## src/rtl/id_ex_stage_pkg.sv

```systemverilog
// Shared types for the ID/EX stage: forward-select encoding and bubble defaults.
// DSIZE and ALU opcodes normally come from the project define file; the guards below supply fallbacks.
`ifndef DSIZE
`define DSIZE 16
`endif
`ifndef ALU_ADD
`define ALU_ADD 3'b000
`endif

package id_ex_stage_pkg;

    localparam logic [1:0] FWD_REG   = 2'd0;
    localparam logic [1:0] FWD_EXMEM = 2'd1;
    localparam logic [1:0] FWD_MEMWB = 2'd2;

    localparam logic       BUBBLE_VALID    = 1'b0;
    localparam logic       BUBBLE_REGWRITE = 1'b0;
    localparam logic       BUBBLE_MEMREAD  = 1'b0;
    localparam logic [2:0] BUBBLE_ALUOP    = `ALU_ADD;

    // EX/MEM is the younger result, so it wins when both stages hit.
    function automatic logic [1:0] fwd_select(input logic exmem_hit, input logic memwb_hit);
        if (exmem_hit) begin
            return FWD_EXMEM;
        end else if (memwb_hit) begin
            return FWD_MEMWB;
        end
        return FWD_REG;
    endfunction

endpackage

```

## src/rtl/id_ex_stage_fwd_mux.sv

```systemverilog
// Per-operand forward select and data mux for the ID/EX stage.
// Only built when EX_FORWARD_EN is defined; without it the stage has no forward paths.
`ifndef DSIZE
`define DSIZE 16
`endif

`ifdef EX_FORWARD_EN
module fwd_mux
    import id_ex_stage_pkg::*;
#(
    parameter int DSIZE = `DSIZE,
    parameter int AW    = 4
) (
    input  logic [AW-1:0]    rs,
    input  logic [DSIZE-1:0] rdata,
    input  logic [AW-1:0]    exmem_rd,
    input  logic             exmem_regwrite,
    input  logic [DSIZE-1:0] exmem_result,
    input  logic [AW-1:0]    memwb_rd,
    input  logic             memwb_regwrite,
    input  logic [DSIZE-1:0] memwb_result,
    output logic [DSIZE-1:0] data
);

    logic       exmem_hit;
    logic       memwb_hit;
    logic [1:0] sel;

    // Register 0 is hardwired, so a write to it must never be forwarded.
    assign exmem_hit = exmem_regwrite && (exmem_rd != '0) && (exmem_rd == rs);
    assign memwb_hit = memwb_regwrite && (memwb_rd != '0) && (memwb_rd == rs);
    assign sel       = fwd_select(exmem_hit, memwb_hit);

    always_comb begin
        data = rdata;
        case (sel)
            FWD_EXMEM: data = exmem_result;
            FWD_MEMWB: data = memwb_result;
            default:   data = rdata;
        endcase
    end

endmodule
`endif

```

## src/rtl/id_ex_stage.sv

```systemverilog
// ID/EX pipeline register with RAW hazard handling, stall hold and branch flush.
// EX_FORWARD_EN selects EX/MEM + MEM/WB forwarding; otherwise any RAW in EX or EX/MEM stalls.
`ifndef DSIZE
`define DSIZE 16
`endif

module id_ex_stage
    import id_ex_stage_pkg::*;
#(
    parameter int DSIZE = `DSIZE,
    parameter int AW    = 4
) (
    input  logic             clk,
    input  logic             rst_n,
    input  logic             id_valid,
    output logic             id_ready,
    input  logic [DSIZE-1:0] id_rdata1,
    input  logic [DSIZE-1:0] id_rdata2,
    input  logic [DSIZE-1:0] id_imm,
    input  logic             id_alusrc,
    input  logic [2:0]       id_aluop,
    input  logic [AW-1:0]    id_rs1,
    input  logic [AW-1:0]    id_rs2,
    input  logic [AW-1:0]    id_rd,
    input  logic             id_regwrite,
    input  logic             id_memread,
    input  logic [AW-1:0]    exmem_rd,
    input  logic             exmem_regwrite,
    input  logic [DSIZE-1:0] exmem_result,
    input  logic [AW-1:0]    memwb_rd,
    input  logic             memwb_regwrite,
    input  logic [DSIZE-1:0] memwb_result,
    input  logic             ex_stall,
    input  logic             flush,
    output logic [DSIZE-1:0] alu_a,
    output logic [DSIZE-1:0] alu_b,
    output logic [2:0]       alu_op,
    output logic [DSIZE-1:0] ex_wdata,
    output logic             ex_valid,
    output logic             ex_regwrite,
    output logic             ex_memread,
    output logic [AW-1:0]    ex_rd
);

    logic             valid_q;
    logic [DSIZE-1:0] rdata1_q;
    logic [DSIZE-1:0] rdata2_q;
    logic [DSIZE-1:0] imm_q;
    logic             alusrc_q;
    logic [2:0]       aluop_q;
    logic [AW-1:0]    rs1_q;
    logic [AW-1:0]    rs2_q;
    logic [AW-1:0]    rd_q;
    logic             regwrite_q;
    logic             memread_q;

    logic             ex_match;
    logic             hazard;
    logic [DSIZE-1:0] fwd1;
    logic [DSIZE-1:0] fwd2;

    // rs2 only counts as a source when it feeds operand b.
    assign ex_match = (rd_q == id_rs1) || ((rd_q == id_rs2) && !id_alusrc);

`ifdef EX_FORWARD_EN
    assign hazard = id_valid && valid_q && memread_q && (rd_q != '0) && ex_match;

    fwd_mux #(.DSIZE(DSIZE), .AW(AW)) u_fwd_rs1 (
        .rs             (rs1_q),
        .rdata          (rdata1_q),
        .exmem_rd       (exmem_rd),
        .exmem_regwrite (exmem_regwrite),
        .exmem_result   (exmem_result),
        .memwb_rd       (memwb_rd),
        .memwb_regwrite (memwb_regwrite),
        .memwb_result   (memwb_result),
        .data           (fwd1)
    );

    fwd_mux #(.DSIZE(DSIZE), .AW(AW)) u_fwd_rs2 (
        .rs             (rs2_q),
        .rdata          (rdata2_q),
        .exmem_rd       (exmem_rd),
        .exmem_regwrite (exmem_regwrite),
        .exmem_result   (exmem_result),
        .memwb_rd       (memwb_rd),
        .memwb_regwrite (memwb_regwrite),
        .memwb_result   (memwb_result),
        .data           (fwd2)
    );
`else
    logic exmem_match;
    logic unused_nofwd;

    assign exmem_match = (exmem_rd == id_rs1) || ((exmem_rd == id_rs2) && !id_alusrc);
    // MEM/WB needs no check: the register file writes through to the read port.
    assign hazard = id_valid &&
                    ((valid_q && regwrite_q && (rd_q != '0) && ex_match) ||
                     (exmem_regwrite && (exmem_rd != '0) && exmem_match));

    assign fwd1 = rdata1_q;
    assign fwd2 = rdata2_q;
    assign unused_nofwd = ^{rs1_q, rs2_q, exmem_result, memwb_rd, memwb_regwrite, memwb_result};
`endif

    assign id_ready = !ex_stall && !hazard;

    always_ff @(posedge clk or negedge rst_n) begin
        if (!rst_n) begin
            valid_q    <= BUBBLE_VALID;
            rdata1_q   <= '0;
            rdata2_q   <= '0;
            imm_q      <= '0;
            alusrc_q   <= 1'b0;
            aluop_q    <= BUBBLE_ALUOP;
            rs1_q      <= '0;
            rs2_q      <= '0;
            rd_q       <= '0;
            regwrite_q <= BUBBLE_REGWRITE;
            memread_q  <= BUBBLE_MEMREAD;
        end else if (ex_stall) begin
            valid_q    <= valid_q;
        end else if (flush || hazard) begin
            valid_q    <= BUBBLE_VALID;
            rdata1_q   <= '0;
            rdata2_q   <= '0;
            imm_q      <= '0;
            alusrc_q   <= 1'b0;
            aluop_q    <= BUBBLE_ALUOP;
            rs1_q      <= '0;
            rs2_q      <= '0;
            rd_q       <= '0;
            regwrite_q <= BUBBLE_REGWRITE;
            memread_q  <= BUBBLE_MEMREAD;
        end else begin
            valid_q    <= id_valid;
            rdata1_q   <= id_rdata1;
            rdata2_q   <= id_rdata2;
            imm_q      <= id_imm;
            alusrc_q   <= id_alusrc;
            aluop_q    <= id_aluop;
            rs1_q      <= id_rs1;
            rs2_q      <= id_rs2;
            rd_q       <= id_rd;
            regwrite_q <= id_regwrite;
            memread_q  <= id_memread;
        end
    end

    assign alu_a       = fwd1;
    assign alu_b       = alusrc_q ? imm_q : fwd2;
    assign ex_wdata    = fwd2;
    assign alu_op      = aluop_q;
    assign ex_valid    = valid_q;
    assign ex_regwrite = regwrite_q;
    assign ex_memread  = memread_q;
    assign ex_rd       = rd_q;

endmodule

```

## config.mk

```make
export PLATFORM = sky130hd
export DESIGN_NAME = id_ex_stage
export DESIGN_NICKNAME = d
export VERILOG_FILES = /design/src/rtl/id_ex_stage_pkg.sv /design/src/rtl/id_ex_stage_fwd_mux.sv /design/src/rtl/id_ex_stage.sv
export SDC_FILE = /design/constraint.sdc
export NUM_CORES = 1
export LEC_CHECK = 0
export CAP_MARGIN = 25
export CORE_UTILIZATION = 25
export CTS_CLUSTER_DIAMETER = 200
export DETAILED_ROUTE_END_ITERATION = 12
export GPL_TIMING_DRIVEN = 0
export HOLD_SLACK_MARGIN = 0.12
export PLACE_DENSITY = 0.66
export SLEW_MARGIN = 5
export SYNTH_ARGS = -nofsm -noshare
export SYNTH_HDL_FRONTEND = slang
export SYNTH_SLANG_ARGS = --single-unit
```

## constraint.sdc

```tcl
create_clock -name clk -period 5 [get_ports clk]
set_clock_uncertainty 0.1 [all_clocks]
set_input_delay 1.25 -clock clk [delete_from_list [all_inputs] [get_ports clk]]
set_output_delay 1.25 -clock clk [all_outputs]
set_load 0.02 [all_outputs]
```

# Word level (Yosys, flattened, before mapping)

Index checks and enable logic that the tools add are counted.

Muxes and demuxes: 10
Equal/unequal tests: 4
Reduce and logical (&&, ||, !) cells: 18

Operator list:

| operator            | count |
|---|---|
| 2-to-1 mux 16 bit   | 4 |
| equality test 4 bit | 4 |
| logical AND 1 bit   | 9 |
| nonzero test 4 bit  | 2 |
| logical OR 1 bit    | 4 |
| 2-to-1 mux 1 bit    | 4 |
| 2-to-1 mux 4 bit    | 1 |
| logical NOT 1 bit   | 3 |
| 2-to-1 mux 3 bit    | 1 |

Bits in registers: 59
Input port bits: 113
Logic and storage cells: 41
Output and inout port bits: 59

# Longest topological paths before layout

Depth after elaboration: 8
Gate-level depth with buffers: 7

# Least setup slack after synthesis

OpenSTA, ideal clock, no wires.

Kind: input port to output port
Start point: input port exmem_rd[1]
End point: output port id_ready
Arrival: 2546 ps
Path slack: 1104 ps
Stages on the path: 7
Data required time: 3650 ps
Path through: o41ai_2 > nor3_1 > a2bb2oi_1 > a21boi_2 > buf_6 > buf_8 > nor2_1

Cells in the longest elaborated chain, start to end: 8

RTL lines:

| item                | RTL line           | text |
|---|---|---|
| start: declaration  | id_ex_stage.sv:27  | `input logic [AW-1:0] exmem_rd,` |
| equality test 4 bit | id_ex_stage.sv:95  | `assign exmem_match = (exmem_rd == id_rs1) \|\| ((exmem_rd == id_rs2) && !id_alusrc);` |
| logical AND 1 bit   | id_ex_stage.sv:95  |  |
| logical OR 1 bit    | id_ex_stage.sv:95  |  |
| logical AND 1 bit * | id_ex_stage.sv:99  | `(exmem_regwrite && (exmem_rd != '0) && exmem_match));` |
| logical OR 1 bit *  | id_ex_stage.sv:98  | `((valid_q && regwrite_q && (rd_q != '0) && ex_match) \|\|` |
| logical AND 1 bit * | id_ex_stage.sv:97  | `assign hazard = id_valid &&` |
| logical NOT 1 bit * | id_ex_stage.sv:106 | `assign id_ready = !ex_stall && !hazard;` |
| logical AND 1 bit * | id_ex_stage.sv:106 |  |
| end: declaration    | id_ex_stage.sv:16  | `output logic id_ready,` |

Mark *: on every way between the ends. The rest lies on a longest branch, timed or not.

# Worst setup path in the final report

Same ends and word-level chain as after synthesis.

==> flow_metrics.env <==
export IMPL_status="complete, no violations"
export IMPL_ys_types=22
export IMPL_yosys_warnings=0
export IMPL_hold_buffers=0
export IMPL_nets=564
export IMPL_start_util_pct=25.7
export IMPL_power_leakage_uw=0.00188
export IMPL_clk_pin_slew_ns=0.07
export IMPL_hold_violations=0
export IMPL_synthCells=305
export IMPL_worstSetupEndpointType="output pin"
export IMPL_boundaryPins=172
export IMPL_tritoncts="done"
export IMPL_grt_antenna_before_repair=0
export IMPL_cts_root_buffer="clkbuf_8"
export IMPL_drt_pass1_iter_count=4
export IMPL_cp_max_fo=10
export IMPL_max_stage_delay_ns=0.50
export IMPL_grt_setup_unrepaired="no"
export IMPL_dieArea_um2=11600
export IMPL_finalPower_uw=1370
export IMPL_crit_chain="clkdlybuf4s50_1 > o41ai_2 > nor3_1 > a2bb2oi_1 > a21boi_2 > buf_6 > buf_8 > nor2_1 > dlygate4sd2_1"
export IMPL_io_buffer_count=133
export IMPL_synth_area_leaders="dfrtp_1 (53%), nand2_1 (16%), o21ai_0 (9.0%)"
export IMPL_hpwl_um=6530
export IMPL_tns_ns=0
export IMPL_grt_max_degree=60
export IMPL_synth_seq_cells=59
export IMPL_worstSetupEndpoint="id_ready"
export IMPL_worstPathArrival_ns=3.42
export IMPL_path_class="in -> out"
export IMPL_die_x_um=107
export IMPL_final_common_cell="clkdlybuf4s50_1"
export IMPL_p_per_area_nw_per_um2=302
export IMPL_drt_wl_total_um=8960
export IMPL_clk_latency_ns=0.33
export IMPL_fin_crit_sh_pct=95.3
export IMPL_timing_reg2reg_setup_slack_ns=2.87
export IMPL_routed_via_density=4.49
export IMPL_grt_pass1_vias=2784
export IMPL_r2r_cells=7
export IMPL_coreArea_um2=10800
export IMPL_worstMarginPinSlew_ns=0.780
export IMPL_final_cell_mix="clkdlybuf4s50_1 (131), nand2_1 (120), dfrtp_1 (59), o21ai_0 (50), mux2_2 (16)"
export IMPL_die_h_um=107
export IMPL_ir_drop_v=0.000121
export IMPL_cts_buffers=9
export IMPL_r2r_start="ex_rd[3]"
export IMPL_cap_violations=0
export IMPL_cts_sinks=59
export IMPL_drtIter0Drc=81
export IMPL_vias=2679
export IMPL_startpoint="exmem_rd[1]"
export IMPL_layout_min_cycle_time_ns=4.77
export IMPL_slew_headroom_pct=48.0
export IMPL_drive_gt1_share_pct=11.6
export IMPL_ys_seq_area_share_pct=53.1
export IMPL_slew_viol_final=0
export IMPL_min_path_cells=2
export IMPL_wl_per_cell_um=15.0
export IMPL_drc_errors=0
export IMPL_hp_class="reg -> reg"
export IMPL_dp_cells=578
export IMPL_htreeDepth=3
export IMPL_area_growth_pct=62.8
export IMPL_rows=38
export IMPL_grt_total_usage_pct=16.3
export IMPL_overflow=0
export IMPL_ctsLongestPathBuffers=2
export IMPL_cp_data_required_time_ns=3.65
export IMPL_synth_top_cell_area_share_pct=53.1
export IMPL_grt_pass1_wl_um=14300
export IMPL_synth_top_cell_by_area="dfrtp_1"
export IMPL_r2r_end="alu_a[9]"
export IMPL_syn_num_nets=418
export IMPL_instances_no_fill=596
export IMPL_fmax_mhz=210
export IMPL_critPathSlowestCell="clkdlybuf4s50_1"
export IMPL_setup_violations=0
export IMPL_syn_area_um2=2780
export IMPL_diodes=0
export IMPL_syn_mean_instance_area_um2=9.12
export IMPL_start_kind="primary input"
export IMPL_detail_route_antenna_nets=0
export IMPL_gp_congestion=0.740
==> power breakdown <==
group | internal [µW] | switching, µW
Clock | 308 | 199
Sequential | 516 | 28.0
Combinational | 164 | 151
==> cells by family after synthesis <==
logic type                after synthesis  synth area share, %
and+or+nand+nor                       130                 18.3
AOI/OAI and AO/OA                      63                 13.4
DFF                                    59                 53.1
buffers and inverters                  21                 3.73
xor gates and xnor gates               16                 5.04
muxes                                  16                 6.48
==> stage by stage <==
step | instance area [µm²] | utilization, % | setup WS, ns | hold slack [ns]
after floorplan | 2780 | - | 1.10 | 0.344
after global placement | 4290 | 39.6 | -0.0587 | 0.357
after detailed placement | 4290 | 39.5 | -0.0707 | 0.367
after CTS | 4510 | 41.6 | 0.152 | 0.385
after global routing | 4530 | 41.8 | 0.0262 | 0.410
final | 4530 | 41.8 | 0.234 | 0.384
==> cells in the mapped netlist, drive strengths merged <==
| master | number |
|---|---|
| nand2 | 120 |
| dfrtp | 59 |
| o21ai | 59 |
| clkbuf | 17 |
| mux2 | 16 |
| xor2 | 12 |
| buf | 4 |
| xnor2 | 4 |
| nor2 | 3 |
| nor3 | 3 |
| nor4 | 3 |
| a21boi | 1 |
| a22oi | 1 |
| a2bb2oi | 1 |
| nand4 | 1 |
| o41ai | 1 |
==> final cells by class <==
class                   count  area, µm²
repair buffers            135       1340
plain buffers              21        104
clock inverters             4       72.6
fillers                  1102       6310
clock buffers              12        155
well taps                 140        175
flip-flops and latches     59       1480
multi-input cells         225       1200
==> worst min path at each step <==
| stage | from | end |
|---|---|---|
| final | imm_q[0] | imm_q[0] |
| after global routing | imm_q[5] | imm_q[5] |
| after CTS | imm_q[6] | imm_q[6] |
| after detailed placement | imm_q[6] | imm_q[6] |
| after global placement | imm_q[6] | imm_q[6] |
| after floorplan | imm_q[0] | imm_q[0] |
==> layer usage <==
metal | vias up | global-route usage [%] | part of all wire (%)
met4 | 0 | 5.38 | 1.0
li1 | 1295 | - | -
met5 | - | 0 | 0
met3 | 9 | 4.72 | 8.1
met2 | 91 | 26.2 | 46
met1 | 1284 | 20.8 | 44
==> what timing repair did <==
| item | CTS | global route |
|---|---|---|
| resized for setup | 1 | 0 |
| endpoints found under the setup margin | 1 | 1 |
| pin swaps | 1 | 1 |
| setup buffers | 0 | 2 |
==> sequential cells by signal, indices dropped and copies added (netlist names) <==
signal and flops:
alu_a 16, ex_wdata 16, imm_q 16, ex_rd 4, alu_op 3, alusrc_q 1
ex_memread 1, ex_regwrite 1, ex_valid 1
==> critical path, delay by kind of cell <==
family | cells | cell delay (ns)
buffers and inverters | 4 | 1.19
AOI/OAI and AO/OA | 3 | 0.80
and+or+nand+nor | 2 | 0.18
Power figures use the tool's default switching activity.
